--- config.mk ---
export PLATFORM = sky130hd
export DESIGN_NAME = apb_arbiter
export DESIGN_NICKNAME = d
export VERILOG_FILES = /design/src/rtl/apb_arbiter_pkg.sv /design/src/rtl/apb_arbiter_rr_arb2.sv /design/src/rtl/apb_arbiter.sv
export SDC_FILE = /design/constraint.sdc
export NUM_CORES = 1
export LEC_CHECK = 0
export ABC_AREA = 0
export CORE_AREA = 2 2 120 122
export CTS_BUF_LIST = sky130_fd_sc_hd__clkbuf_8
export DETAILED_ROUTE_END_ITERATION = 8
export DIE_AREA = 0 0 122 124
export DONT_BUFFER_PORTS = 1
export MAX_ROUTING_LAYER = met4
export PLACE_DENSITY_LB_ADDON = 0.12
export REMOVE_ABC_BUFFERS = 1
export SLEW_MARGIN = 20
export SYNTH_ARGS = -nofsm -noshare
export SYNTH_HDL_FRONTEND = slang
export SYNTH_SLANG_ARGS = --single-unit
--- constraint.sdc ---
create_clock -name clk -period 4.1 [get_ports clk]
set_clock_uncertainty 0.1 [all_clocks]
set_input_delay 0.82 -clock clk [delete_from_list [all_inputs] [get_ports clk]]
set_output_delay 0.82 -clock clk [all_outputs]
set_load 0.005 [all_outputs]
--- src/rtl/apb_arbiter_pkg.sv ---
// apb_arbiter_pkg
//   Shared types and constants for the two-initiator APB arbiter.
//   apbAddrSt / apbDataSt : APB address and data word types
//   apbArbStateT          : arbiter FSM state encoding
//   APB_ARB_NUM_M         : number of initiators served by the arbiter
package apb_arbiter_pkg;

  localparam int unsigned APB_ADDR_W = 32;
  localparam int unsigned APB_DATA_W = 32;

  typedef logic [APB_ADDR_W-1:0] apbAddrSt;
  typedef logic [APB_DATA_W-1:0] apbDataSt;

  localparam int unsigned APB_ARB_NUM_M = 2;

  typedef enum logic [1:0] {
    ARB_IDLE,
    ARB_SETUP,
    ARB_ACCESS,
    ARB_RESP
  } apbArbStateT;

endpackage

--- src/rtl/apb_arbiter_rr_arb2.sv ---
// rr_arb2
//   Combinational two-way round-robin picker.
//   req_i[1:0]  : request from initiator 0 / 1
//   last_gnt_i  : index that owned the previous completed transfer
//   gnt_vld_o   : at least one request present
//   gnt_idx_o   : winning index (the one that did not go last on a tie)
module rr_arb2
  import apb_arbiter_pkg::*;
(
  input  logic [APB_ARB_NUM_M-1:0] req_i,
  input  logic                     last_gnt_i,
  output logic                     gnt_vld_o,
  output logic                     gnt_idx_o
);

  always_comb begin
    gnt_vld_o = |req_i;
    gnt_idx_o = 1'b0;
    if (&req_i) begin
      gnt_idx_o = ~last_gnt_i;
    end else begin
      gnt_idx_o = req_i[1];
    end
  end

endmodule

--- src/rtl/apb_arbiter.sv ---
// apb_arbiter
//   Shares one APB target bus between two APB initiators with round-robin
//   fairness; one transfer in flight, everything toward the target registered.
//   Optional feature macro: APB_ARB_TIMEOUT_EN (ACCESS-phase timeout abort).
// Ports
//   clk, rst_n               : clock, asynchronous active-low reset
//   m0_* / m1_*              : initiator-side APB (arbiter acts as target)
//   s_*                      : shared target-side APB (arbiter acts as initiator)
//   grant_o                  : index of initiator owning the current/last transfer
//   busy_o                   : FSM is not in IDLE
// Parameters
//   TIMEOUT_CYCLES           : ACCESS cycles before forced error (timeout build only)
module apb_arbiter
  import apb_arbiter_pkg::*;
#(
  parameter int unsigned TIMEOUT_CYCLES = 256
) (
  input  logic                  clk,
  input  logic                  rst_n,
  // initiator 0
  input  logic                  m0_psel_i,
  input  logic                  m0_penable_i,
  input  logic                  m0_pwrite_i,
  input  logic [APB_ADDR_W-1:0] m0_paddr_i,
  input  logic [APB_DATA_W-1:0] m0_pwdata_i,
  output logic                  m0_pready_o,
  output logic [APB_DATA_W-1:0] m0_prdata_o,
  output logic                  m0_pslverr_o,
  // initiator 1
  input  logic                  m1_psel_i,
  input  logic                  m1_penable_i,
  input  logic                  m1_pwrite_i,
  input  logic [APB_ADDR_W-1:0] m1_paddr_i,
  input  logic [APB_DATA_W-1:0] m1_pwdata_i,
  output logic                  m1_pready_o,
  output logic [APB_DATA_W-1:0] m1_prdata_o,
  output logic                  m1_pslverr_o,
  // shared target bus
  output logic                  s_psel_o,
  output logic                  s_penable_o,
  output logic                  s_pwrite_o,
  output logic [APB_ADDR_W-1:0] s_paddr_o,
  output logic [APB_DATA_W-1:0] s_pwdata_o,
  input  logic                  s_pready_i,
  input  logic [APB_DATA_W-1:0] s_prdata_i,
  input  logic                  s_pslverr_i,
  // status
  output logic                  grant_o,
  output logic                  busy_o
);

  if (TIMEOUT_CYCLES < 1) begin : g_bad_timeout
    $error("apb_arbiter: TIMEOUT_CYCLES must be at least 1");
  end

  apbArbStateT state_q;
  logic        last_gnt_q;
  logic        grant_q;

  logic        s_psel_q;
  logic        s_penable_q;
  logic        s_pwrite_q;
  apbAddrSt    s_paddr_q;
  apbDataSt    s_pwdata_q;

  logic        m0_pready_q;
  apbDataSt    m0_prdata_q;
  logic        m0_pslverr_q;
  logic        m1_pready_q;
  apbDataSt    m1_prdata_q;
  logic        m1_pslverr_q;

  logic        gnt_vld;
  logic        gnt_idx;

  logic        resp_done_d;
  apbDataSt    resp_rdata_d;
  logic        resp_err_d;

  // Initiator penable plays no part in arbitration: psel alone is the request.
  logic        unused_penable;
  assign unused_penable = m0_penable_i ^ m1_penable_i;

`ifdef APB_ARB_TIMEOUT_EN
  localparam int unsigned TO_W = $clog2(TIMEOUT_CYCLES + 1);
  logic [TO_W-1:0] to_cnt_q;
`endif

  rr_arb2 u_rr_arb2 (
    .req_i      ({m1_psel_i, m0_psel_i}),
    .last_gnt_i (last_gnt_q),
    .gnt_vld_o  (gnt_vld),
    .gnt_idx_o  (gnt_idx)
  );

  // End-of-ACCESS condition and the response to hand back. A timeout abort
  // looks like a normal completion carrying an error and zero data.
  always_comb begin
    resp_done_d  = s_pready_i;
    resp_rdata_d = s_prdata_i;
    resp_err_d   = s_pslverr_i;
`ifdef APB_ARB_TIMEOUT_EN
    if (!s_pready_i && (to_cnt_q == TO_W'(TIMEOUT_CYCLES - 1))) begin
      resp_done_d  = 1'b1;
      resp_rdata_d = '0;
      resp_err_d   = 1'b1;
    end
`endif
  end

  always_ff @(posedge clk or negedge rst_n) begin
    if (!rst_n) begin
      state_q      <= ARB_IDLE;
      last_gnt_q   <= 1'b1;
      grant_q      <= 1'b0;
      s_psel_q     <= 1'b0;
      s_penable_q  <= 1'b0;
      s_pwrite_q   <= 1'b0;
      s_paddr_q    <= '0;
      s_pwdata_q   <= '0;
      m0_pready_q  <= 1'b0;
      m0_prdata_q  <= '0;
      m0_pslverr_q <= 1'b0;
      m1_pready_q  <= 1'b0;
      m1_prdata_q  <= '0;
      m1_pslverr_q <= 1'b0;
`ifdef APB_ARB_TIMEOUT_EN
      to_cnt_q     <= '0;
`endif
    end else begin
      case (state_q)
        ARB_IDLE: begin
          if (gnt_vld) begin
            grant_q    <= gnt_idx;
            s_paddr_q  <= gnt_idx ? m1_paddr_i  : m0_paddr_i;
            s_pwdata_q <= gnt_idx ? m1_pwdata_i : m0_pwdata_i;
            s_pwrite_q <= gnt_idx ? m1_pwrite_i : m0_pwrite_i;
            s_psel_q   <= 1'b1;
            state_q    <= ARB_SETUP;
          end
        end
        ARB_SETUP: begin
          s_penable_q <= 1'b1;
          state_q     <= ARB_ACCESS;
`ifdef APB_ARB_TIMEOUT_EN
          to_cnt_q    <= '0;
`endif
        end
        ARB_ACCESS: begin
          if (resp_done_d) begin
            s_psel_q    <= 1'b0;
            s_penable_q <= 1'b0;
            if (grant_q) begin
              m1_pready_q  <= 1'b1;
              m1_prdata_q  <= resp_rdata_d;
              m1_pslverr_q <= resp_err_d;
            end else begin
              m0_pready_q  <= 1'b1;
              m0_prdata_q  <= resp_rdata_d;
              m0_pslverr_q <= resp_err_d;
            end
            state_q <= ARB_RESP;
          end
`ifdef APB_ARB_TIMEOUT_EN
          else begin
            to_cnt_q <= to_cnt_q + 1'b1;
          end
`endif
        end
        ARB_RESP: begin
          // Returning to IDLE (not straight to SETUP) keeps the finishing
          // initiator's still-high psel from being re-granted this cycle.
          m0_pready_q  <= 1'b0;
          m0_prdata_q  <= '0;
          m0_pslverr_q <= 1'b0;
          m1_pready_q  <= 1'b0;
          m1_prdata_q  <= '0;
          m1_pslverr_q <= 1'b0;
          last_gnt_q   <= grant_q;
          state_q      <= ARB_IDLE;
        end
        default: state_q <= ARB_IDLE;
      endcase
    end
  end

  assign s_psel_o     = s_psel_q;
  assign s_penable_o  = s_penable_q;
  assign s_pwrite_o   = s_pwrite_q;
  assign s_paddr_o    = s_paddr_q;
  assign s_pwdata_o   = s_pwdata_q;

  assign m0_pready_o  = m0_pready_q;
  assign m0_prdata_o  = m0_prdata_q;
  assign m0_pslverr_o = m0_pslverr_q;
  assign m1_pready_o  = m1_pready_q;
  assign m1_prdata_o  = m1_prdata_q;
  assign m1_pslverr_o = m1_pslverr_q;

  assign grant_o      = grant_q;
  assign busy_o       = (state_q != ARB_IDLE);

endmodule

==> results.json, run 1 <==
{
  "ys_top_cells_by_area": "dfrtp_1 (56%), a21oi_1 (11%), mux2_4 (7.2%)",
  "rr_worst_depth": 6,
  "slew_violations": 0,
  "fin_setup_tns_ns": 0,
  "multiInputGateArea_mm2": 0.00251,
  "worst_pin_slew_ns": 0.993,
  "synth_area_mm2": 0.00622,
  "wl_mm": 16.0,
  "total_power_mw": 6.11,
  "async_reset_ff_share_pct": 100,
  "clock.fmax_mhz": 405,
  "ir_drop_mv": 0.471,
  "cts_tree": "built",
  "cts_setup_buffers": 0,
  "grt_pass1_wl_mm": 23.5,
  "grt_pass1_vias": 4314,
  "htreeDepth": 4,
  "wl_per_cell_um": 21.1,
  "final-seq-area_mm2": 0.00348,
  "syn_to_final_growth_pct": 8.21,
  "fillCellCount": 1278,
  "synth_ff_type": "dfrtp_1",
  "synthCells": 574,
  "gp_congestion": 0.764,
  "ioPinCount": 307,
  "die_width_um": 122,
  "rows": 43,
  "synth_top_family_by_area": "multiplexers",
  "relSlewSlack_pct": 33.8,
  "groute.usage.overall_pct": 21.0,
  "cts_root_buf": "clkbuf_8",
  "setup_viol": 0,
  "dieHeight_um": 124,
  "r2r_start": "state_q[0]$_DFFE_PN0P_",
  "synth_compound_area_share_pct": 12.0,
  "ctsHoldBuffers": 1,
  "io_buffer_count": 0,
  "required_ns": 4.35,
  "num_vias": 4231,
  "core-area_mm2": 0.0137,
  "synth-edff-count": 0,
  "startpoint_type": "flip-flop",
  "start_util_pct": 45.3,
  "hpwl_mm": 10.7,
  "worstPathArrival_ns": 2.72,
  "die-area_mm2": 0.0151,
  "synth-seq-area-share_pct": 55.9,
  "rsz0062_at_grt": "false",
  "synth_cell_types": 27,
  "drv_cap": 0,
  "synth-seq-cells": 139,
  "drc": 0,
  "cts_buffers": 17,
  "crit_path_end_kind": "flip-flop",
  "cts_sinks": 139,
  "period_minus_slack_ns": 2.47,
  "first_pass_iters": 6,
  "synth_area_leader_cell": "dfrtp_1",
  "layout-drive-gt1-share_pct": 19.8,
  "worstSetupPathType": "reg2reg",
  "postRouteAntennaNets": 0,
  "clk_pin_slew_worst_paths_ns": 0.07,
  "drtIter0Drc": 217,
  "r2r_setup_slack_ns": 1.63,
  "critPathMaxFanout": 47,
  "avgSynthCellArea_um2": 10.8,
  "yosysWarnings": 0,
  "clkLatencyLatePin_ns": 0.43,
  "synthTopCellsByCount": "dfrtp_1 (138), a21oi_1 (133), nand2_1 (67), nor2_1 (67), mux2_2 (38)",
  "status": "finished clean",
  "cpPeakStageDelay_ns": 0.83,
  "nets": 739,
  "finalCritPeriodShare_pct": 60.2,
  "synth_most_common_cell": "dfrtp_1",
  "cts_resized": 0,
  "synthAdderAreaFrac_pct": 1.41,
  "leakage_nw": 3.02,
  "antenna_found_initial": 1,
  "cpMaxStageDelayCell": "o21a_2",
  "hp-class": "in2async",
  "fin_util_pct": 49.1,
  "hold_viol": 0,
  "powerDensity_mw_per_mm2": 907,
  "synth_mux_area_share_pct": 14.6,
  "crit_chain": "inv_1 -> ha_1 -> o21a_2 -> buf_4 -> nor2_1 -> a21oi_1",
  "rr_endpoint": "s_pwdata_o[7]$_DFFE_PN0P_",
  "viasPerCell": 5.60,
  "grt_start_max_net_pins": 139,
  "synthSimpleGateAreaFrac_pct": 11.8,
  "gr-total-overflow": 0,
  "synth_xor_area_share_pct": 0,
  "post-synth-top-area-fraction_pct": 55.5,
  "clockBufferDepth": 2
}
[metrics by stage]
step	worst slack (ns)	cells	area, um^2	hold WS [ns]
after detailed placement	1.60	722	6290	0.422
after global placement	1.64	722	6280	0.422
after global routing	1.39	756	6730	0.0771
after CTS	1.58	755	6730	0.0898
after floorplan	-0.525	536	5980	0.373
final	1.63	756	6730	0.127
[kinds of logic after synthesis]
family / Yosys count
buf+inv: 43
mux: 71
fa+ha+maj: 7
simple gates: 171
flops: 139
compound gates: 143
[area by class of cell]
cell class	instances	share of cell area, %
Clock inverter	13	2.23
Sequential cell	139	51.7
Timing Repair Buffer	7	1.26
Inverter	5	0.279
Clock buffer	19	3.88
Multi-Input combinational cell	392	37.3
Antenna cell	1	0.0372
Tap cell	180	3.35
[metal layers]
| layer | GRT usage (%) | share of wire [%] |
|---|---|---|
| met2 | 33.3 | 49 |
| met3 | 7.65 | 10 |
| met5 | - | 0 |
| met1 | 24.8 | 38 |
| met4 | 7.47 | 2.1 |
[state kept, by name, indices dropped and copies added, names as in the netlist]
signal,count
m0_prdata_o,32
m1_prdata_o,32
s_paddr_o,32
s_pwdata_o,32
state_q,2
grant_o,1
last_gnt_q,1
m0_pready_o,1
m0_pslverr_o,1
m1_pready_o,1
m1_pslverr_o,1
s_penable_o,1
s_psel_o,1
s_pwrite_o,1
[report_power, final]
| group | internal [mW] | switching [mW] |
|---|---|---|
| Clock | 0.627 | 0.522 |
| Combinational | 1.12 | 1.12 |
| Sequential | 2.09 | 0.628 |
[layout by cell type, fill, tap and decap left out, drive strengths merged]
master and instances:
a21boi 1, o21a 1, clkbuf 19, nand2 68, nor2b 34, a21oi 134, nor2 67, o2bb2ai 1
buf 7, ha 7, o21ai 2, o211a 1, inv 6, mux2 68, diode 1, o22ai 1
mux2i 3, a31oi 1, clkinvlp 3, clkinv 6, dfrtp 138, a21bo 1, nand2b 2, bufinv 3
dfstp 1
[critical path: cells and delay by family (launching register included)]
family | cells | cell delay (ns)
DFF | 1 | 0.41
AOI/OAI and AO/OA | 2 | 0.96
and+or+nand+nor | 1 | 0.07
buffers and inverters | 2 | 0.56
adders and majority gates | 1 | 0.29
[worst max path at each step]
stage                      startpoint                          end  depth (start not counted)
2_1_floorplan               m1_psel_i     s_paddr_o[0]$_DFFE_PN0P_                          3
3_3_place_gp               s_pready_i  m0_prdata_o[26]$_DFFE_PN0P_                          4
3_5_place_dp   state_q[0]$_DFFE_PN0P_    s_pwdata_o[7]$_DFFE_PN0P_                          6
4_1_cts        state_q[0]$_DFFE_PN0P_    s_pwdata_o[7]$_DFFE_PN0P_                          6
5_1_grt        state_q[0]$_DFFE_PN0P_    s_pwdata_o[5]$_DFFE_PN0P_                          6
6_report       state_q[0]$_DFFE_PN0P_    s_pwdata_o[7]$_DFFE_PN0P_                          6
Note: power is estimated with default switching activity, not from simulation.
==> run 2: changes to the inputs <==
==> constraint.sdc (replaced) <==
create_clock -name clk -period 2.2 [get_ports clk]
set_clock_uncertainty 0.1 [all_clocks]
set_input_delay 0.44 -clock clk [delete_from_list [all_inputs] [get_ports clk]]
set_output_delay 0.44 -clock clk [all_outputs]
set_load 0.005 [all_outputs]
==> results.json, run 2 (synthesized netlist as in run 1, its figures left out) <==
{
  "status": "finished with violations",
  "failed_checks": "negative hold slack",
  "drtIter0Drc": 269,
  "crit_chain": "inv_1 -> ha_1 -> nand2_2 -> o211a_2 -> buf_12 -> mux2_4",
  "relSlewSlack_pct": 66.7,
  "ir_drop_mv": 0.747,
  "wl_mm": 16.4,
  "crit_buf_inv": 2,
  "cts_root_buf": "clkbuf_8",
  "layout_setup_ws_ns": 0.143,
  "gr-total-overflow": 0,
  "antenna_found_initial": 0,
  "crit_path_end_kind": "flip-flop",
  "powerDensity_mw_per_mm2": 1590,
  "fillCellCount": 1187,
  "worstPathArrival_ns": 2.28,
  "htreeDepth": 4,
  "final_common_cell": "dfrtp_1",
  "cpPeakStageDelay_ns": 0.41,
  "hp-class": "in2async",
  "rsz0062_at_grt": "false",
  "cts_sinks": 139,
  "clock.fmax_mhz": 486,
  "die-area_mm2": 0.0151,
  "clkLatencyLatePin_ns": 0.44,
  "first_pass_iters": 5,
  "drv_cap": 0,
  "postRouteAntennaNets": 0,
  "setup_viol": 0,
  "grt_pass1_wl_mm": 24.5,
  "slew_violations": 0,
  "worstSetupPathType": "reg2reg",
  "fin_util_pct": 54.0,
  "r2r_start": "state_q[0]$_DFFE_PN0P_",
  "required_ns": 2.42,
  "finalCritPeriodShare_pct": 93.5,
  "io_buffer_count": 0,
  "period_minus_slack_ns": 2.06,
  "grt_start_max_net_pins": 140,
  "final_cell_mix": "dfrtp_1 (138), a21oi_1 (133), nand2_1 (67), nor2_1 (67), dlygate4sd3_1 (56)",
  "final-seq-area_mm2": 0.00348,
  "cts_tree": "built",
  "groute.usage.overall_pct": 22.0,
  "rr_endpoint": "m0_prdata_o[29]$_DFFE_PN0P_",
  "leakage_nw": 3.31,
  "syn_to_final_growth_pct": 19.1,
  "worst_pin_slew_ns": 0.497,
  "final_cells": 816,
  "nets": 799,
  "hold_viol": 139,
  "rr_worst_depth": 6,
  "viasPerCell": 5.54,
  "layout-drive-gt1-share_pct": 18.4,
  "cpMaxStageDelayCell": "dfrtp_1",
  "drc": 0,
  "clockBufferDepth": 2,
  "cts_buffers": 17,
  "startpoint_type": "flip-flop",
  "holdWs_ns": -0.416,
  "dieHeight_um": 124,
  "dpl_worst_slack_ns": 0.153,
  "place_inst": 727,
  "ioPinCount": 307,
  "wl_per_cell_um": 20.1,
  "critPathTopFamily": "flip-flops",
  "critPathMaxFanout": 15,
  "start_util_pct": 45.3,
  "hpwl_mm": 10.9,
  "r2r_setup_slack_ns": 0.14,
  "die_width_um": 122,
  "num_vias": 4518,
  "core-area_mm2": 0.0137,
  "gp_congestion": 0.766,
  "clk_pin_slew_worst_paths_ns": 0.08,
  "multiInputGateArea_mm2": 0.00250,
  "fin_setup_tns_ns": 0,
  "cts_resized": 0,
  "rows": 43,
  "grt_pass1_vias": 4625
}
-- run 2: changes by cell type in the layout (fill, tap and decap cells not counted), sizes merged --
cell,delta
inv,+1
bufinv,+1
clkinvlp,-1
buf,+4
clkinv,-1
dlygate4sd3,+56
-- run 2: layout make-up --
| cell class | instances | share of cell area (%) |
|---|---|---|
| clock buffer | 19 | 3.53 |
| multi-input combinational | 392 | 33.8 |
| antenna | 1 | 0.0338 |
| timing repair buffer | 67 | 10.0 |
| inverter | 5 | 0.253 |
| tap | 180 | 3.04 |
| sequential | 139 | 47.0 |
| clock inverter | 13 | 2.36 |
-- run 2: timing repair --
action | in CTS | in global routing
setup endpoints to repair | 0 | 0
buffers inserted | 0 | 0
hold buffers | 53 | 3
hold endpoints to repair | 192 | 142
-- run 2: report_power, final --
part	internal, mW	leakage, nW	total [mW]	switching, mW
clock	1.28	0.224	2.28	0.993
sequential	3.89	1.63	5.06	1.17
combinational	2.33	1.46	4.42	2.09
total	7.50	3.31	11.8	4.25
-- run 2: metrics by stage --
stage,hold WS (ns),power (mW),cell area (um^2)
global placement,0.0473,9.33,6410
CTS,-0.455,11.9,7380
detailed placement,0.0473,9.49,6410
global route,-0.481,12.6,7410
finish,-0.416,11.8,7410
floorplan,0.0444,8.15,5980
-- run 2: worst max-delay path by stage --
stage / from / end / slack [ns] / cells past startpoint
after floorplan: m1_psel_i / s_paddr_o[0]$_DFFE_PN0P_ / -2.05 / 3
after global placement: state_q[0]$_DFFE_PN0P_ / m1_prdata_o[30]$_DFFE_PN0P_ / 0.20 / 6
after detailed placement: state_q[0]$_DFFE_PN0P_ / m1_prdata_o[3]$_DFFE_PN0P_ / 0.15 / 6
after CTS: state_q[0]$_DFFE_PN0P_ / m0_prdata_o[29]$_DFFE_PN0P_ / 0.14 / 6
after global routing: state_q[0]$_DFFE_PN0P_ / m1_prdata_o[27]$_DFFE_PN0P_ / 0.05 / 6
final: state_q[0]$_DFFE_PN0P_ / m0_prdata_o[29]$_DFFE_PN0P_ / 0.14 / 6
-- run 2: routing by layer --
layer / part of all wire (%) / wire length [um] / GRT usage (%)
met5: 0 / 0 / -
met4: 2.6 / 425 / 9.34
met3: 9.8 / 1610 / 8.33
met2: 49 / 8110 / 34.8
met1: 38 / 6290 / 25.1
==> run 3: changes to the inputs <==
--- a/config.mk
+++ b/config.mk
@@ -14,6 +14,7 @@
 export MAX_ROUTING_LAYER = met4
 export PLACE_DENSITY_LB_ADDON = 0.12
 export REMOVE_ABC_BUFFERS = 1
+export SETUP_SLACK_MARGIN = 0.3
 export SLEW_MARGIN = 20
 export SYNTH_ARGS = -nofsm -noshare
 export SYNTH_HDL_FRONTEND = slang
==> results.json, run 3 (synthesized netlist as in run 1, its figures left out) <==
{
  "crit_path_end_kind": "flip-flop",
  "status": "finished with violations",
  "final_cells": 824,
  "slew_violations": 0,
  "endpoint": "m1_pslverr_o$_DFFE_PN0P_",
  "viasPerCell": 5.59,
  "ioPinCount": 307,
  "relSlewSlack_pct": 65.9,
  "gr-total-overflow": 0,
  "holdWs_ns": -0.418,
  "grt_pass1_vias": 4655,
  "cts_tree": "built",
  "place_inst": 727,
  "total_power_mw": 12.3,
  "grt_start_max_net_pins": 140,
  "hpwl_mm": 10.9,
  "clkLatencyLatePin_ns": 0.44,
  "worstPathArrival_ns": 2.14,
  "clock.fmax_mhz": 523,
  "rr_worst_depth": 6,
  "required_ns": 2.43,
  "io_buffer_count": 0,
  "drc": 0,
  "wl_per_cell_um": 20.9,
  "layout-drive-gt1-share_pct": 20.5,
  "hold_viol": 139,
  "die_width_um": 122,
  "ir_drop_mv": 0.744,
  "antenna_found_initial": 0,
  "worst_pin_slew_ns": 0.510,
  "setup_viol": 0,
  "cts_root_buf": "clkbuf_8",
  "rows": 43,
  "start_util_pct": 45.3,
  "dieHeight_um": 124,
  "die-area_mm2": 0.0151,
  "fin_setup_tns_ns": 0,
  "final_common_cell": "dfrtp_1",
  "leakage_nw": 3.38,
  "worstSetupPathType": "reg2reg",
  "clockBufferDepth": 2,
  "powerDensity_mw_per_mm2": 1620,
  "syn_to_final_growth_pct": 22.1,
  "startpoint_type": "flip-flop",
  "cts_sinks": 139,
  "cts_buffers": 17,
  "nets": 807,
  "failed_checks": "negative hold slack",
  "groute.usage.overall_pct": 22.5,
  "first_pass_iters": 5,
  "gp_congestion": 0.766,
  "r2r_setup_slack_ns": 0.29,
  "critPathMaxFanout": 8,
  "final_cell_mix": "dfrtp_1 (137), a21oi_1 (133), nand2_1 (67), nor2_1 (67), dlygate4sd3_1 (56)",
  "r2r_start": "state_q[1]$_DFFE_PN0P_",
  "rsz0062_at_grt": "true",
  "rr_endpoint": "m1_pslverr_o$_DFFE_PN0P_",
  "htreeDepth": 4,
  "crit_start": "state_q[1]$_DFFE_PN0P_",
  "wl_mm": 17.2,
  "num_vias": 4610,
  "core-area_mm2": 0.0137,
  "clk_pin_slew_worst_paths_ns": 0.08,
  "postRouteAntennaNets": 0,
  "finalCritPeriodShare_pct": 86.8,
  "period_minus_slack_ns": 1.91,
  "grt_pass1_wl_mm": 24.9,
  "drv_cap": 0,
  "drtIter0Drc": 253,
  "hp-class": "in2async"
}
==> run 3: changes by cell type in the layout (fill, tap and decap cells not counted), sizes merged <==
cell    before  now
bufbuf       0    1
buf         11   16
clkbuf      19   21
==> run 3: worst min path at each step <==
| stage | endpoint | from | slack (ns) | cells past startpoint |
|---|---|---|---|---|
| floorplan | grant_o$_DFFE_PN0P_ | rst_n | 0.04 | 0 |
| global placement | m0_prdata_o[25]$_DFFE_PN0P_ | rst_n | 0.05 | 0 |
| detailed placement | m0_prdata_o[25]$_DFFE_PN0P_ | rst_n | 0.05 | 0 |
| CTS | m1_prdata_o[28]$_DFFE_PN0P_ | rst_n | -0.45 | 0 |
| global route | m0_prdata_o[25]$_DFFE_PN0P_ | rst_n | -0.48 | 0 |
| finish | m0_prdata_o[12]$_DFFE_PN0P_ | rst_n | -0.42 | 0 |
==> run 3: metrics by stage <==
| stage | worst slack [ns] | utilization (%) | cell area, um^2 |
|---|---|---|---|
| floorplan | -2.05 | - | 5980 |
| global placement | 0.202 | 46.7 | 6410 |
| detailed placement | 0.153 | 46.7 | 6410 |
| CTS | 0.263 | 54.6 | 7490 |
| global route | 0.234 | 55.4 | 7600 |
| finish | 0.289 | 55.4 | 7600 |
==> run 3: area by class of cell <==
cell class                      count  area (um^2)
Multi-Input combinational cell    392         2550
Inverter                            5         18.8
Clock inverter                     13          175
Antenna cell                        1         2.50
Fill cell                        1170         6120
Sequential cell                   139         3480
Tap cell                          180          225
Clock buffer                       19          262
Timing Repair Buffer               75          887
==> run 3: critical path, stage by stage (launching register included) <==
cell and delay, ns:
dfrtp_2 0.47, ha_2 0.22, nor2b_2 0.18, a21oi_4 0.19
buf_6 0.16, clkbuf_16 0.16, mux2_2 0.33
==> run 3: report_power, final <==
group          leakage [nW]  switching, mW  total [mW]  internal [mW]
combinational          1.53           2.27        4.97           2.70
clock                 0.224           1.00        2.28           1.28
sequential             1.63           1.17        5.07           3.89
==> run 3: repair_timing <==
action,4_1_cts,5_1_grt
cloned,2,2
endpoints found under the hold margin,192,142
pin swaps,1,2
buffers inserted,3,1
hold buffers,53,3
resized for setup,9,3
setup endpoints to repair,65,59
==> run 3: metal layers <==
metal | part of all wire, % | routed length [um] | GRT usage, %
met1 | 38 | 6580 | 25.7
met2 | 50 | 8580 | 35.9
met3 | 9.4 | 1620 | 8.24
met4 | 2.4 | 409 | 9.34
met5 | 0 | 0 | -
